### src/rtl/vic20_pkg.sv
// Shared types and constants for the VIC-20 RAM port A arbiter.
// Holds the arbiter state encoding, default bus widths and err bit positions.
package vic20_pkg;

    localparam int ADDR_W_DEF = 16;
    localparam int DATA_W_DEF = 8;

    localparam int ERR_CPU_OVR  = 1;
    localparam int ERR_SPI_DROP = 0;

    typedef enum logic [2:0] {
        ST_IDLE,
        ST_CPU_ACC,
        ST_CPU_CAP,
        ST_SPI_ACC,
        ST_SPI_CAP
    } arb_state_t;

    function automatic logic is_dispatch_state(input arb_state_t st);
        return (st == ST_IDLE) || (st == ST_CPU_CAP) || (st == ST_SPI_CAP);
    endfunction

endpackage

### src/rtl/req_latch.sv
// Single-entry request latch: pending flag plus holding registers.
// A request arriving while the entry is occupied is reported on drop_o and discarded.
module req_latch
    import vic20_pkg::*;
#(
    parameter int ADDR_W = ADDR_W_DEF,
    parameter int DATA_W = DATA_W_DEF
) (
    input  logic              clk,
    input  logic              reset_n,
    input  logic              req_i,
    input  logic              we_i,
    input  logic [ADDR_W-1:0] addr_i,
    input  logic [DATA_W-1:0] wdata_i,
    input  logic              clr_i,
    output logic              pend_o,
    output logic              take_o,
    output logic              drop_o,
    output logic              we_o,
    output logic [ADDR_W-1:0] addr_o,
    output logic [DATA_W-1:0] wdata_o
);

    logic              pend_q, pend_d;
    logic              we_q, we_d;
    logic [ADDR_W-1:0] addr_q, addr_d;
    logic [DATA_W-1:0] wdata_q, wdata_d;
    logic              free;

    // The entry frees in its completion cycle, so a request landing there is accepted.
    assign free   = ~pend_q | clr_i;
    assign take_o = req_i & free;
    assign drop_o = req_i & ~free;

    always_comb begin
        pend_d  = pend_q;
        we_d    = we_q;
        addr_d  = addr_q;
        wdata_d = wdata_q;
        if (take_o) begin
            pend_d  = 1'b1;
            we_d    = we_i;
            addr_d  = addr_i;
            wdata_d = wdata_i;
        end else if (clr_i) begin
            pend_d  = 1'b0;
        end
    end

    always_ff @(posedge clk or negedge reset_n) begin
        if (!reset_n) begin
            pend_q  <= 1'b0;
            we_q    <= 1'b0;
            addr_q  <= '0;
            wdata_q <= '0;
        end else begin
            pend_q  <= pend_d;
            we_q    <= we_d;
            addr_q  <= addr_d;
            wdata_q <= wdata_d;
        end
    end

    assign pend_o  = pend_q;
    assign we_o    = we_q;
    assign addr_o  = addr_q;
    assign wdata_o = wdata_q;

endmodule

### src/rtl/ram_port_arbiter.sv
// Time-shares dpram port A between the 6502 (cpu_clken slots) and the SPI loader.
// Define RAM_WP_EN to block CPU writes at or above WP_BASE.
module ram_port_arbiter
    import vic20_pkg::*;
#(
    parameter int              ADDR_W  = ADDR_W_DEF,
    parameter int              DATA_W  = DATA_W_DEF,
    parameter logic [ADDR_W-1:0] WP_BASE = 16'hC000
) (
    input  logic              clk,
    input  logic              reset_n,
    input  logic              cpu_clken,
    input  logic [ADDR_W-1:0] cpu_addr,
    input  logic [DATA_W-1:0] cpu_wdata,
    input  logic              cpu_we,
    output logic [DATA_W-1:0] cpu_rdata,
    input  logic              halt,
    input  logic              spi_req,
    input  logic              spi_we,
    input  logic [ADDR_W-1:0] spi_addr,
    input  logic [DATA_W-1:0] spi_wdata,
    output logic              spi_busy,
    output logic              spi_ack,
    output logic [DATA_W-1:0] spi_rdata,
    output logic [ADDR_W-1:0] ram_addr,
    output logic              ram_we,
    output logic [DATA_W-1:0] ram_din,
    input  logic [DATA_W-1:0] ram_dout,
    output logic [1:0]        err
);

    arb_state_t        state_q, state_d;
    logic              cpu_pend_q, cpu_pend_d;
    logic [DATA_W-1:0] cpu_rdata_q;
    logic [DATA_W-1:0] spi_rdata_q;
    logic [1:0]        err_q, err_d;

    logic              spi_pend, spi_take, spi_drop, spi_clr;
    logic              h_we;
    logic [ADDR_W-1:0] h_addr;
    logic [DATA_W-1:0] h_wdata;

    logic              cpu_set, cpu_ovr, cpu_go, spi_go, wp_hit;

`ifdef RAM_WP_EN
    localparam bit WP_ON = 1'b1;
`else
    localparam bit WP_ON = 1'b0;
`endif

    assign wp_hit = WP_ON && (cpu_addr >= WP_BASE);

    req_latch #(
        .ADDR_W (ADDR_W),
        .DATA_W (DATA_W)
    ) u_spi_latch (
        .clk     (clk),
        .reset_n (reset_n),
        .req_i   (spi_req),
        .we_i    (spi_we),
        .addr_i  (spi_addr),
        .wdata_i (spi_wdata),
        .clr_i   (spi_clr),
        .pend_o  (spi_pend),
        .take_o  (spi_take),
        .drop_o  (spi_drop),
        .we_o    (h_we),
        .addr_o  (h_addr),
        .wdata_o (h_wdata)
    );

    // Requests arriving this cycle count as pending so an idle arbiter starts next cycle.
    assign spi_clr = (state_q == ST_SPI_CAP);
    assign cpu_set = cpu_clken & ~halt;
    assign cpu_ovr = cpu_set & cpu_pend_q;
    assign cpu_go  = cpu_pend_q | cpu_set;
    assign spi_go  = (spi_pend & ~spi_clr) | spi_take;

    always_comb begin
        state_d    = state_q;
        cpu_pend_d = cpu_pend_q;
        case (state_q)
            ST_CPU_ACC: state_d = ST_CPU_CAP;
            ST_SPI_ACC: state_d = ST_SPI_CAP;
            default: begin
                if (is_dispatch_state(state_q)) begin
                    if (cpu_go) begin
                        state_d = ST_CPU_ACC;
                    end else if (spi_go) begin
                        state_d = ST_SPI_ACC;
                    end else begin
                        state_d = ST_IDLE;
                    end
                end else begin
                    state_d = ST_IDLE;
                end
            end
        endcase
        if (state_d == ST_CPU_ACC) begin
            cpu_pend_d = 1'b0;
        end else if (cpu_set) begin
            cpu_pend_d = 1'b1;
        end
    end

    always_comb begin
        ram_addr = '0;
        ram_din  = '0;
        ram_we   = 1'b0;
        spi_ack  = 1'b0;
        case (state_q)
            ST_CPU_ACC: begin
                ram_addr = cpu_addr;
                ram_din  = cpu_wdata;
                ram_we   = cpu_we & ~wp_hit;
            end
            ST_CPU_CAP: begin
                ram_addr = cpu_addr;
                ram_din  = cpu_wdata;
            end
            ST_SPI_ACC: begin
                ram_addr = h_addr;
                ram_din  = h_wdata;
                ram_we   = h_we;
            end
            ST_SPI_CAP: begin
                ram_addr = h_addr;
                ram_din  = h_wdata;
                spi_ack  = 1'b1;
            end
            default: ;
        endcase
    end

    always_comb begin
        err_d               = err_q;
        err_d[ERR_CPU_OVR]  = err_q[ERR_CPU_OVR] | cpu_ovr;
        err_d[ERR_SPI_DROP] = err_q[ERR_SPI_DROP] | spi_drop;
    end

    always_ff @(posedge clk or negedge reset_n) begin
        if (!reset_n) begin
            state_q     <= ST_IDLE;
            cpu_pend_q  <= 1'b0;
            cpu_rdata_q <= '0;
            spi_rdata_q <= '0;
            err_q       <= '0;
        end else begin
            state_q    <= state_d;
            cpu_pend_q <= cpu_pend_d;
            err_q      <= err_d;
            if ((state_q == ST_CPU_CAP) && !cpu_we) begin
                cpu_rdata_q <= ram_dout;
            end
            if ((state_q == ST_SPI_CAP) && !h_we) begin
                spi_rdata_q <= ram_dout;
            end
        end
    end

    // Read data is forwarded during the ack cycle so it is valid alongside spi_ack.
    assign spi_rdata = (spi_clr && !h_we) ? ram_dout : spi_rdata_q;
    assign cpu_rdata = cpu_rdata_q;
    assign spi_busy  = spi_pend;
    assign err       = err_q;

endmodule

### config.mk
export PLATFORM = sky130hd
export DESIGN_NAME = ram_port_arbiter
export DESIGN_NICKNAME = d
export VERILOG_FILES = /design/src/rtl/vic20_pkg.sv /design/src/rtl/req_latch.sv /design/src/rtl/ram_port_arbiter.sv
export SDC_FILE = /design/constraint.sdc
export NUM_CORES = 1
export LEC_CHECK = 0
export BUFFER_PORTS_ARGS = -buffer_cell sky130_fd_sc_hd__buf_2
export CORE_AREA = 2 2 80 63
export CTS_BUF_LIST = sky130_fd_sc_hd__clkbuf_4
export CTS_CLUSTER_SIZE = 12
export DETAILED_ROUTE_END_ITERATION = 6
export DIE_AREA = 0 0 82 65
export MAX_ROUTING_LAYER = met4
export PLACE_DENSITY = 0.91
export SYNTH_ARGS = -nofsm -noshare
export SYNTH_HDL_FRONTEND = slang
export SYNTH_SLANG_ARGS = --single-unit
### constraint.sdc
create_clock -name clk -period 4.5 [get_ports clk]
set_clock_uncertainty 0.05 [all_clocks]
set_input_delay 0.225 -clock clk [delete_from_list [all_inputs] [get_ports clk]]
set_output_delay 0.225 -clock clk [all_outputs]
set_load 0.005 [all_outputs]
; ---- Yosys cells after proc, flatten, opt, wreduce, memory -nomap -nowiden
; Cells that the tools add are included.
[classes]
add_sub_neg = 0
multipliers = 0
div_mod_pow = 0
magnitude_cmp = 0
n_eq_ne = 5
shift = 0
n_mux = 13
n_bitwise = 14
reduce_logical = 11
[ops]
columns = cell, count
row1 = $pmux 16 s2, 1
row2 = $pmux 8 s2, 1
row3 = $mux 8, 1
row4 = $eq 3x1->1 const B, 2
row5 = $eq 3x2->1 const B, 2
row6 = $pmux 3 s2, 1
row7 = $and 1x1->1, 5
row8 = $mux 1, 5
row9 = $or 1x1->1, 5
row10 = $mux 2, 2
row11 = $not 1->1, 4
row12 = $reduce_bool 2->1, 2
row13 = $reduce_or 2->1, 2
row14 = $eq 3x3->1 const B, 1
row15 = $logic_not 3->1, 1
row16 = $mux 3, 1
row17 = $logic_and 1x1->1, 2
row18 = $logic_not 1->1, 2
row19 = $logic_or 1x1->1, 2
row20 = $pmux 1 s2, 1
[totals]
regBits = 48
latchBits = 0
ramBits = 0
rom_bits = 0
input_bits = 63
out_inout_bits = 45
elab_cells = 52
mem_count = 0

; ---- Longest topological paths before layout
[logic_depth]
depth_word = 10
mapped_depth = 6
ltp_nobuf = 4

; ---- By module
; From an unflattened synthesis, not the netlist that was laid out.
[hier_totals]
hier_cells = 154
area_unflattened_um2 = 2259.7
[by_module_without_submodules]
columns = module, instances, cells_per_inst, area_each_um2, seq_area_each_um2
row1 = ram_port_arbiter, 1, 95, 1193.6, 550.5
row2 = req_latch, 1, 59, 1066.0, 650.6

; ---- Worst setup path before layout
; No wires, ideal clock.
[synth_timing]
path_type = register to output
from = reg state_q[0]
to = out spi_rdata[0]
arrival_ps = 1548
t_required_ps = 4225
path_slack_ps = 2677
stages_incl_launch_ff = 5
n_path_buf = 1
path_cell_list = dfrtp_1 > buf_6 > or3b_4 > nor2_2 > mux2_2
[synth_via]
elab_chain_len = 3
[synth_rtl]
columns = item, line_no
row1 = from (decl), ram_port_arbiter.sv:32  ; arb_state_t state_q, state_d;
row2 = from (signal assigned), ram_port_arbiter.sv:149  ; state_q <= state_d;
row3 = $eq 3x3->1, ram_port_arbiter.sv:73  ; assign spi_clr = (state_q == ST_SPI_CAP);
row4 = $logic_and 1x1->1, ram_port_arbiter.sv:162  ; assign spi_rdata = (spi_clr && !h_we) ? ram_dout : spi_rdata_q;
row5 = $mux 8, n/a
row6 = to (decl), ram_port_arbiter.sv:24  ; output logic [DATA_W-1:0] spi_rdata,
; No other way between the ends.

; ---- Worst setup path after layout
[layout_timing]
from = reg state_q[2]
to = out spi_rdata[2]
; The elaborated chain is that of the path after synthesis.

==> run_results.csv <==
group,metric,value,unit
setup_path,crit_chain,"or3b_4 > nor2_2 > mux2_2 > buf_2",
detailed_routing,drtIter0Drc,32,
global_route,grt_max_degree,49,
sta,rsz0062_at_grt,"false",
sta,worst_pin_slew,1.03,ns
cts,cts.sinks,48,
final_layout,antenna_cells,0,
global_route,antenna_found_initial,0,
floorplan,die_w,82,um
synthesis,synth_seq_area_share,0.543,
detailed_routing,drtAntennaViolNets,0,
sta,maxSlewHeadroom,0.314,
placed_design,numPortBuffers,107,
setup_path,critPathRequiredTime,4.22,ns
setup_path,crit_type,"reg -> out",
placed_design,placed_cells,308,
outcome,violations,"negative hold slack",
synthesis,mappedNetlistArea,2210,um^2
detailed_routing,vias,1597,
sta,period_needed,2.58,ns
cts,clock_latency,0.35,ns
synthesis,ys_ff_latch,48,
sta,hold_violations,19,
synthesis,synth_top_area_share,0.543,
floorplan,pin_count,108,
synthesis,synth_edf_count,0,
setup_path,startpoint_type,"register",
global_route,grt_use_total,0.188,
cts,hold_buffers,0,
detailed_routing,routed_wl,4620,um
outcome,outcome,"finished with violations",
sta,tns,0,ns
setup_path,critPathTopFamily,"simple AND/OR/NAND/NOR gates",
synthesis,synthCells,150,
setup_path,r2r_slack,2.20,ns
power_and_ir_drop,peakVddDrop,0.000370,V
cts,clockBufferDepth,2,
setup_path,cpMaxStageDelayCell,"dfrtp_1",
setup_path,critPathArrivalTime,2.31,ns
floorplan,die_area,5330,um^2
floorplan,die_h,65,um
worst_hold_path,min_path_type,"in -> async",
detailed_routing,via_per_inst,5.05,
setup_path,r2r_end,"u_spi_latch.addr_o[5]$_DFFE_PN0P_",
synthesis,yosysMostFrequentCell,"dfrtp_1",
detailed_routing,drc,0,
cts,cts_made_buffers,5,
synthesis,syn_area_per_cell,14.8,um^2
synthesis,synth_ff_type,"dfrtp_1",
cts,clk_pin_slew,0.13,ns
job,drv_cap,0,
detailed_routing,first_pass_iters,3,
floorplan,floorplan.initialDensity,0.479,
setup_path,r2r_start,"state_q[2]$_DFF_PN0_",
synthesis,ys_types,29,
setup_path,critPathMaxStageDelay,0.56,ns
synthesis,yosys_warnings,0,
global_route,grt_pass1_wl,7290,um
cts,cts_resized,0,
cts,htree_num_levels,2,
global_route,grt_overflow,0,
setup_path,reg2reg_depth,4,
synthesis,synth_commonest_cells,"dfrtp_1, a22o_1, mux2_2",
floorplan,rows,22,
setup_path,path_buf_inv,1,
synthesis,synth_area_leaders,"dfrtp_1, mux2_4, mux2_2, a22o_1, buf_6",
sta,timing.fmax,387,MHz
detailed_routing,detail_route.wl_per_cell,14.6,um
final_layout,syn_to_final_growth,28.6,%
cts,post_cts_buffers,0,
placed_design,place_congestion,0.773,
power_and_ir_drop,p_leak,1.51,nW
setup_path,cp-end-kind,"output pin",
cts,clock_tree.root_cell,"clkbuf_4",
placed_design,dpl.hpwl,3370,um
global_route,grt_pass1_vias,1546,
sta,hold_ws,-0.0124,ns
sta,setup_violations,0,
final_layout,fin_nets,318,
synthesis,synth_nets,213,
power_and_ir_drop,p_per_area,726,nW/um^2
floorplan,coreArea,4620,um^2
final_layout,fin_cells,316,
sta,period_share,0.574,
sta,drv_slew,0,
synthesis,synth_top_cell_by_area,"dfrtp_1",
final_layout,drive_above_1_share,0.641,
setup_path,crit_fanout,9,
synthesis,ys_async_sr_fraction,1.00,
cts,cts_tree,"yes",
-- per-layer routing --
layer,GRT usage,vias to the layer above,routed length (um)
met5,-,-,0
met2,0.289,57,2200
met4,0.0583,0,47
li1,-,760,-
met3,0.0501,7,285
met1,0.245,773,2090
-- logic make-up after synthesis --
group | share of synthesized area
XOR/XNOR | 0.00396
AO/OA/AOI/OAI | 0.133
buffers and inverters | 0.0362
AND/OR/NAND/NOR | 0.0373
flip-flops | 0.543
multiplexers | 0.247
-- registers in the layout, indices dropped and copies added (netlist names) --
signal,cells
cpu_pend_q,1
cpu_rdata,8
err,2
spi_rdata_q,8
state_q,3
u_spi_latch.addr_o,16
u_spi_latch.pend_o,1
u_spi_latch.wdata_o,8
u_spi_latch.we_o,1
-- layout by cell type (no fill, tap or decap) --
cell,n
mux2i_1,1
o21ai_4,1
nor2_2,2
a211oi_1,1
a21o_1,1
buf_2,107
xnor2_1,1
clkinv_2,2
o21ai_2,1
nor4b_4,1
nand2b_1,1
clkbuf_4,6
mux2_2,21
nand2_1,1
a2111oi_0,1
nor2_1,4
or3b_4,1
inv_1,3
o41a_1,1
a31o_2,1
o21ai_0,1
nor2b_1,2
bufinv_16,1
dfrtp_1,48
o2bb2ai_1,1
a21oi_1,1
mux2_4,20
a22o_1,24
-- report_power, final --
group          leakage [nW]  internal, mW  switching (mW)
clock                0.0456         0.123           0.130
sequential            0.572         0.639           0.142
combinational         0.887         0.609           0.423
-- worst max path at each step --
stage,start,endpoint,slack (ns),depth (start not counted)
after floorplan,state_q[0]$_DFF_PN0_,spi_rdata[0],2.68,4
after global placement,state_q[2]$_DFF_PN0_,u_spi_latch.addr_o[3]$_DFFE_PN0P_,2.26,4
after detailed placement,state_q[2]$_DFF_PN0_,u_spi_latch.addr_o[5]$_DFFE_PN0P_,2.17,4
after CTS,state_q[2]$_DFF_PN0_,spi_rdata[2],1.87,4
after global routing,state_q[2]$_DFF_PN0_,spi_rdata[3],1.75,4
final,state_q[2]$_DFF_PN0_,spi_rdata[2],1.92,4
-- metrics by stage --
step           area, um^2   util  setup slack [ns]  power, mW
2_1_floorplan        2210      -              2.68       1.48
3_3_place_gp         2770  0.598              2.26       1.79
3_5_place_dp         2770  0.598              2.17       1.84
4_1_cts              2850  0.616              1.87       2.10
5_1_grt              2850  0.616              1.75       2.23
6_report             2850  0.616              1.92       2.07
-- final cells by class --
type	count	area, um^2
well taps	60	75.1
flip-flops and latches	48	1200
inverters	4	16.3
fillers	360	1780
multi-input cells	89	938
clock buffers	6	45.0
repair buffers	107	536
clock inverters	2	35.0
No activity file was read; power rests on OpenSTA's default activity.
